==> src/rtl/universal_shift_reg.sv <==
// ---------------------------------------------------------------------------
// universal_shift_reg
//
// Single-cycle universal shift register: hold, parallel load, logical
// shift left/right with serial fill, rotate left/right, arithmetic shift
// right and synchronous clear, all by a variable distance.
//
// Parameters
//   WIDTH        register width in bits (2..64)
//   RESET_VALUE  value forced into q while reset is high
//
// Ports
//   clk    in   1      rising-edge clock
//   reset  in   1      asynchronous, active-high reset
//   en     in   1      operation enable; 0 holds q, sout and zero
//   mode   in   3      000 hold, 001 load, 010 shl, 011 shr,
//                      100 rotl, 101 rotr, 110 sra, 111 clear
//   d      in   WIDTH  parallel load data
//   amt    in   AMT_W  shift/rotate distance (taken modulo WIDTH)
//   sin    in   1      serial fill bit for logical shifts
//   q      out  WIDTH  register contents
//   sout   out  1      last bit shifted/rotated out
//   zero   out  1      registered flag, 1 when q == 0
// ---------------------------------------------------------------------------
module universal_shift_reg #(
    parameter int               WIDTH       = 8,
    parameter logic [WIDTH-1:0] RESET_VALUE = '0,
    localparam int              AMT_W       = $clog2(WIDTH)
) (
    input  logic             clk,
    input  logic             reset,
    input  logic             en,
    input  logic [2:0]       mode,
    input  logic [WIDTH-1:0] d,
    input  logic [AMT_W-1:0] amt,
    input  logic             sin,
    output logic [WIDTH-1:0] q,
    output logic             sout,
    output logic             zero
);

    typedef enum logic [2:0] {
        M_HOLD = 3'b000,
        M_LOAD = 3'b001,
        M_SHL  = 3'b010,
        M_SHR  = 3'b011,
        M_ROTL = 3'b100,
        M_ROTR = 3'b101,
        M_SRA  = 3'b110,
        M_CLR  = 3'b111
    } mode_e;

    // Out-of-range distances (only possible for non-power-of-2 WIDTH)
    // wrap around rather than over-shifting.
    function automatic logic [AMT_W-1:0] amt_mod(input logic [AMT_W-1:0] a);
        return AMT_W'(int'(a) % WIDTH);
    endfunction

    logic [WIDTH-1:0] r_q;
    logic             r_sout;
    logic             r_zero;

    logic [AMT_W-1:0] w_amt;
    logic             w_amt_nz;
    logic [WIDTH-1:0] w_shl;
    logic [WIDTH-1:0] w_shr;
    logic [WIDTH-1:0] w_sra;
    logic [WIDTH-1:0] w_rotl;
    logic [WIDTH-1:0] w_rotr;
    logic             w_out_l;
    logic             w_out_r;
    logic [WIDTH-1:0] w_q_nxt;
    logic             w_sout_nxt;

    always_comb begin
        w_amt    = amt_mod(amt);
        w_amt_nz = (w_amt != '0);

        // Each operation shifts a double-width word whose spare half holds
        // the fill pattern; the wanted half is then extracted.
        w_shl  = WIDTH'(({r_q, {WIDTH{sin}}} << w_amt) >> WIDTH);
        w_shr  = WIDTH'({{WIDTH{sin}}, r_q} >> w_amt);
        w_sra  = WIDTH'({{WIDTH{r_q[WIDTH-1]}}, r_q} >> w_amt);
        w_rotl = WIDTH'(({r_q, r_q} << w_amt) >> WIDTH);
        w_rotr = WIDTH'({r_q, r_q} >> w_amt);

        // Last bit to leave: shifting by one less than the distance parks it
        // at the exit end (MSB for left moves, LSB for right moves).
        w_out_l = 1'((r_q << (w_amt - AMT_W'(1))) >> (WIDTH - 1));
        w_out_r = 1'(r_q >> (w_amt - AMT_W'(1)));

        w_q_nxt    = r_q;
        w_sout_nxt = r_sout;
        case (mode)
            M_HOLD: w_q_nxt = r_q;
            M_LOAD: w_q_nxt = d;
            M_SHL: begin
                w_q_nxt = w_shl;
                if (w_amt_nz) w_sout_nxt = w_out_l;
            end
            M_SHR: begin
                w_q_nxt = w_shr;
                if (w_amt_nz) w_sout_nxt = w_out_r;
            end
            M_ROTL: begin
                w_q_nxt = w_rotl;
                if (w_amt_nz) w_sout_nxt = w_out_l;
            end
            M_ROTR: begin
                w_q_nxt = w_rotr;
                if (w_amt_nz) w_sout_nxt = w_out_r;
            end
            M_SRA: begin
                w_q_nxt = w_sra;
                if (w_amt_nz) w_sout_nxt = w_out_r;
            end
            M_CLR:   w_q_nxt = '0;
            default: w_q_nxt = r_q;
        endcase
    end

    always_ff @(posedge clk or posedge reset) begin
        if (reset) begin
            r_q    <= RESET_VALUE;
            r_sout <= 1'b0;
            r_zero <= (RESET_VALUE == '0);
        end else if (en) begin
            r_q    <= w_q_nxt;
            r_sout <= w_sout_nxt;
            r_zero <= (w_q_nxt == '0);
        end
    end

    assign q    = r_q;
    assign sout = r_sout;
    assign zero = r_zero;

endmodule

==> config.mk <==
export PLATFORM = sky130hd
export DESIGN_NAME = universal_shift_reg
export DESIGN_NICKNAME = d
export VERILOG_FILES = /design/src/rtl/universal_shift_reg.sv
export SDC_FILE = /design/constraint.sdc
export NUM_CORES = 1
export LEC_CHECK = 0
export BUFFER_PORTS_ARGS = -buffer_cell sky130_fd_sc_hd__clkbuf_2
export CAP_MARGIN = 20
export CORE_MARGIN = 3
export CORE_UTILIZATION = 54
export CTS_BUF_LIST = sky130_fd_sc_hd__clkbuf_8
export DETAILED_ROUTE_END_ITERATION = 12
export GPL_TIMING_DRIVEN = 0
export PLACE_DENSITY_LB_ADDON = 0.15
export SETUP_SLACK_MARGIN = 0.05
export SYNTH_ARGS = -nofsm -noshare
export SYNTH_HDL_FRONTEND = slang
export SYNTH_SLANG_ARGS = --single-unit
==> constraint.sdc <==
create_clock -name clk -period 2 [get_ports clk]
set_input_delay 0.6 -clock clk [delete_from_list [all_inputs] [get_ports clk]]
set_output_delay 0.6 -clock clk [all_outputs]
set_load 0.005 [all_outputs]
* After elaboration in Yosys (flattened, before gate mapping)
Cells that the tools add are included.
** Operators by class
- Add/sub/neg operators :: 1
- Equality and inequality tests :: 9
- Multiplexer cells :: 4
- Shifts and indexed selects :: 7
- Reductions and logical operators :: 7
** Operator list (count)
- $pmux W8 S8 :: 1
- $shr A16 B3 Y8 :: 3
- $shl A16 B3 Y16 :: 2
- $eq A3 B3 Y1 const B :: 4
- $logic_not A8 Y1 :: 1
- $shl A8 B3 Y8 :: 1
- $shr A8 B3 Y1 :: 1
- $eq A3 B2 Y1 const B :: 2
- $ne A2 B1 Y1 const B :: 2
- $reduce_and A4 Y1 :: 1
- $eq A3 B1 Y1 const B :: 1
- $logic_not A3 Y1 :: 1
- $reduce_bool A3 Y1 :: 1
- $reduce_or A3 Y1 :: 1
- $sub A3 B1 Y3 const B :: 1
- $mux W1 :: 2
- $pmux W1 S2 :: 1
- $reduce_bool A2 Y1 :: 1
- $reduce_or A2 Y1 :: 1
** Word-level totals
- Output and inout port bits :: 10
- Input port bits :: 18
- Bits in registers :: 10
- Logic and storage cells :: 31

* Logic depth before layout (Yosys ltp)
- Depth after elaboration :: 4
- Depth in mapped cells :: 10
- Mapped depth without buffers :: 7

* Worst setup path after synthesis
No wires, ideal clock.
- Kind :: input -> register
- Start :: input port amt[0]
- End :: register r_sout, in the netlist sout
- Arrival time :: 2.377 ns
- Slack :: -0.442 ns
- Stages :: 8
- Path buffers :: 2
- Setup time :: 0.065 ns
- Required time :: 1.935 ns
- Cell sequence :: buf_6 -> buf_6 -> clkinv_1 -> ha_1 -> xor2_1 -> mux4_2 -> a22oi_1 -> o22a_1
** Between the ends
- Longest elaborated chain between the ends :: 4
- Elaborated cells between the ends (all ways) :: 10
- Classes of those cells :: add/sub (1); eq/ne (2); shift (2); mux (3); reduce/logical (2)
** Ends and longest elaborated chain
- start: declaration :: RTL line 35 : input logic [AMT_W-1:0] amt,
- $sub A3 B1 Y3 :: RTL line 89, 90
- $shr A8 B3 Y1 / $shl A8 B3 Y8 (equally long branches) :: RTL line 90, 89
- $mux W1, on equally long branches
- $pmux W1 S2 :: RTL line 94 : case (mode)
- end signal: assignment :: RTL line 129 : r_sout <= w_sout_nxt;
- end: declaration :: RTL line 60 : logic r_sout;
Several ways; a longest one is shown, not always the timed one. The select of a mux whose other input is x is not followed.
A chain may end at the register's enable or synchronous reset.

* Final worst setup path
- Start :: input port mode[1]
- End :: register r_zero, in the netlist zero
** Between the ends
- Longest elaborated chain between the ends :: 3
- Elaborated cells between the ends (all ways) :: 10
- Classes of those cells :: eq/ne (7); mux (1); reduce/logical (2)
** Ends and longest elaborated chain
- start: declaration :: RTL line 33 : input logic [2:0] mode,
- $eq A3 B3 Y1 (tied with other cells) :: RTL line 94
- $pmux W8 S8 (*) :: RTL line 94
- $logic_not A8 Y1 (*) :: RTL line 130 : r_zero <= (w_q_nxt == '0);
- end signal: assignment :: RTL line 126 : r_zero <= (RESET_VALUE == '0);
- end signal: assignment :: RTL line 130
- end: declaration :: RTL line 61 : logic r_zero;
Every way passes the cells marked *; elsewhere a longest branch is shown, timed or not.

==> qor.json <==
{
  "cts_max_level": {"value": 1},
  "post_synth_instance_area": {"value": 1970, "unit": "µm²"},
  "failed_checks": {"value": "setup timing"},
  "post_synth_and_or_nand_nor_area_fraction": {"value": 0.221},
  "synthDominantAreaCellType": {"value": "sky130_fd_sc_hd__dfrtp_1"},
  "period_needed": {"value": 2290, "unit": "ps"},
  "post-route-cell-area": {"value": 2850, "unit": "µm²"},
  "cts-root-buf": {"value": "sky130_fd_sc_hd__clkbuf_8"},
  "grt_pass1_wl": {"value": 11200, "unit": "µm"},
  "placed_cells_incl_taps": {"value": 319},
  "critical_path.endpoint_type": {"value": "flop"},
  "asyncSetResetFlopFracSynth": {"value": 1.00},
  "globalRouteTotalUtil": {"value": 0.336},
  "clockBufferDepth": {"value": 2},
  "detail_route.vias_per_cell": {"value": 7.28},
  "routed-via-count": {"value": 2557},
  "pin_count_of_the_biggest_net_entering_global_routing": {"value": 11},
  "worstPathCellList": {"value": "clkbuf_16 -> buf_8 -> nand3b_1 -> buf_4 -> buf_6 -> buf_4 -> o21ai_0 -> a21oi_1 -> o21ai_1 -> nor3_2 -> nand4_1 -> o32ai_2"},
  "area.growth.synth_to_final": {"value": 44.5, "unit": "%"},
  "synth_edf_count": {"value": 0},
  "worst_path_max_delay_cell": {"value": "sky130_fd_sc_hd__nor3_2"},
  "number_of_antenna_violations_at_the_first_check_in_global_routing": {"value": 0},
  "final_cycle_utilization_of_the_critical_path": {"value": 1.14},
  "tns_setup": {"value": -1160, "unit": "ps"},
  "slew_at_the_pin_with_the_worst_max_slew_slack": {"value": 479, "unit": "ps"},
  "ys_seq_elements": {"value": 10},
  "pin_count": {"value": 28},
  "maxClockFrequency": {"value": 0.438, "unit": "GHz"},
  "max_slew_margin": {"value": 0.680},
  "filler_cell_count": {"value": 184},
  "first_global_vias": {"value": 2162},
  "crit_path_start_kind": {"value": "input port"},
  "critical_path_arrival": {"value": 2440, "unit": "ps"},
  "die_h": {"value": 66.4, "unit": "µm"},
  "ys_top_cells_by_area": {"value": "sky130_fd_sc_hd__dfrtp_1 11%, sky130_fd_sc_hd__mux2i_1 9.6%, sky130_fd_sc_hd__mux4_2 9.1%"},
  "drive_above_1_share": {"value": 0.462},
  "timing_hold_violations_final": {"value": 0},
  "final-setup-viol-count": {"value": 7},
  "fp.dieW": {"value": 66.4, "unit": "µm"},
  "synthesis.area_per_instance": {"value": 7.82, "unit": "µm²"},
  "worstHoldPathType": {"value": "input port to async pin"},
  "post_placement_cell_area": {"value": 2180, "unit": "µm²"},
  "xor_and_xnor_area_share_after_synthesis": {"value": 0.0133},
  "initial_utilization": {"value": 0.577},
  "timing.max_cap.violations": {"value": 0},
  "rsz0062_at_grt": {"value": "true"},
  "synth_compound_area_frac": {"value": 0.292},
  "numClockSinks": {"value": 10},
  "drt_first_pass_iters": {"value": 9},
  "critPathMostFrequentCell": {"value": "sky130_fd_sc_hd__buf_4"},
  "main_combinational_cell_family_by_area_after_synthesis": {"value": "compound AO/OA/AOI/OAI gates"},
  "drv_slew": {"value": 0},
  "clock_transition_time_at_the_flip_flop_clock_pins_of_the_worst_setup_and_hold_paths": {"value": 50, "unit": "ps"},
  "detailedPlacementHpwl": {"value": 4820, "unit": "µm"},
  "routed_wire_length_per_instance": {"value": 23.1, "unit": "µm"},
  "critical_setup_path_class": {"value": "input port to flop"},
  "power.density_cell_area": {"value": 560, "unit": "nW/µm²"},
  "result_of_the_run": {"value": "finished with violations"},
  "drt-total-wl": {"value": 8100, "unit": "µm"},
  "finalWeightedCongestion": {"value": 1.02},
  "synth_top_flop_cell": {"value": "sky130_fd_sc_hd__dfrtp_1"},
  "worst_hold_slack": {"value": 317, "unit": "ps"},
  "peakVddDrop": {"value": 531, "unit": "µV"},
  "finalNonFillerCells": {"value": 351},
  "slowest_delay": {"value": 240, "unit": "ps"},
  "design.die.area": {"value": 4410, "unit": "µm²"},
  "postSynthNetCount": {"value": 272},
  "drc_violation_total_after_the_first_tritonroute_iteration": {"value": 354},
  "gate_count_after_technology_mapping": {"value": 252},
  "antenna_left": {"value": 0},
  "post_synth_mux_area_share": {"value": 0.230},
  "floorplan.rows": {"value": 21},
  "tritoncts_buffers": {"value": 3},
  "layout_setup_ws": {"value": -285, "unit": "ps"},
  "crit_fanout": {"value": 8},
  "number_of_warning_messages_in_the_yosys_log": {"value": 0},
  "clock_latency": {"value": 240, "unit": "ps"},
  "antennaDiodeCount": {"value": 0},
  "finish.utilization": {"value": 0.834},
  "port_buffers": {"value": 21},
  "post_synth_num_cell_types": {"value": 62},
  "p_leak": {"value": 1.18, "unit": "nW"},
  "worst_ep_required_time": {"value": 2150, "unit": "ps"},
  "synth_top_area_share": {"value": 0.114},
  "tritoncts": {"value": "built"},
  "synth_seq_area_share": {"value": 0.128},
  "nets": {"value": 326},
  "arithmetic_cell_share_of_the_synthesized_area_counting_full_adders_half_adders_and_majority_gates": {"value": 0.0178},
  "fin_worst_skew": {"value": 4.41, "unit": "ps"},
  "global_route_total_overflow": {"value": 0},
  "core_region_area": {"value": 3420, "unit": "µm²"},
  "detail_route.drc_violations": {"value": 0}
}
-- synthesized netlist by cell type, drive strengths merged (4+ instances only) --
cell type and instances:
a22oi 4, clkbuf 13, dfrtp 9, nor3 9, inv 9, nand3 7
nand3b 4, mux4 9, nand2 13, o21a 4, mux2i 20, nand2b 5
a221oi 5, buf 16, nor2 26, o21ai 21, nor2b 4, a21oi 13
a211oi 4, o211ai 5
-- placed cells by master (no fill, tap or decap), types with 6 or more instances in the layout --
cell                        n
sky130_fd_sc_hd__a21oi_1   11
sky130_fd_sc_hd__buf_4     27
sky130_fd_sc_hd__buf_6      7
sky130_fd_sc_hd__clkbuf_2  22
sky130_fd_sc_hd__clkbuf_8   6
sky130_fd_sc_hd__dfrtp_1    9
sky130_fd_sc_hd__inv_1      9
sky130_fd_sc_hd__mux2i_1   15
sky130_fd_sc_hd__mux4_2     8
sky130_fd_sc_hd__nand2_1   13
sky130_fd_sc_hd__nand3_1    7
sky130_fd_sc_hd__nor2_1    23
sky130_fd_sc_hd__o21ai_0   12
-- power by group --
group          internal [mW]  switching, mW
clock                  0.174         0.0859
sequential             0.241         0.0250
combinational          0.485          0.584
-- stage by stage --
step                      total power, mW  worst slack [ps]
after floorplan                     0.817              -270
after global placement               1.03              -693
after detailed placement             1.03              -705
after CTS                            1.38              -192
after global routing                 1.65              -358
final                                1.59              -285
-- area by class of cell --
type                       count  area [µm²]  area share
multi-input combinational    202        1790       0.626
sequential                    10         251      0.0882
buffer                        29         272      0.0953
clock buffer                   4        55.1      0.0193
tap                           46        57.6      0.0202
timing repair buffer          49         380       0.133
inverter                      11        48.8      0.0171
-- worst max-delay path, delay by kind of cell --
family,cells,cell delay [ps]
buffers and inverters,5,600
AOI/OAI and AO/OA,4,700
and+or+nand+nor,3,540
-- registers in the layout, indices dropped and copies added (netlist names) --
name  count
zero      1
q         8
sout      1
-- final timing paths --
| check | startpoint | to | slack [ps] | depth (start not counted) |
|---|---|---|---|---|
| max in group asynchronous | reset | zero$_DFFE_PP1P_ | 1360 | 2 |
| worst max-delay path | mode[1] | zero$_DFFE_PP1P_ | -290 | 12 |
| worst min register to register | sout$_DFFE_PP0P_ | sout$_DFFE_PP0P_ | 510 | 1 |
| worst max register to register | q[1]$_DFFE_PP0P_ | zero$_DFFE_PP1P_ | -230 | 8 |
| min in group clk | sout$_DFFE_PP0P_ | sout$_DFFE_PP0P_ | 510 | 1 |
| worst min-delay path | reset | q[5]$_DFFE_PP0P_ | 320 | 2 |
-- per-layer routing --
metal,GRT usage,routed length (µm)
met2,0.523,3540
met1,0.445,2880
met4,0.165,552
met3,0.0595,1120
met5,0,0
-- repair_timing --
action | CTS | global route
gates cloned | 0 | 1
hold buffers | 0 | 0
pin swaps | 9 | 21
setup endpoints to repair | 10 | 10
resized for setup | 49 | 53
endpoints found under the hold margin | 0 | 0
setup buffers | 11 | 17
-- cell families (layout without fill, tap and decap cells) --
logic type	count (synthesis)	in the layout
xor+xnor	3	3
fa+ha+maj	3	3
simple gates	84	84
buf+inv	40	93
mux	32	32
flops	10	10
compound gates	80	80
Note: power is estimated with default switching activity, not from simulation.
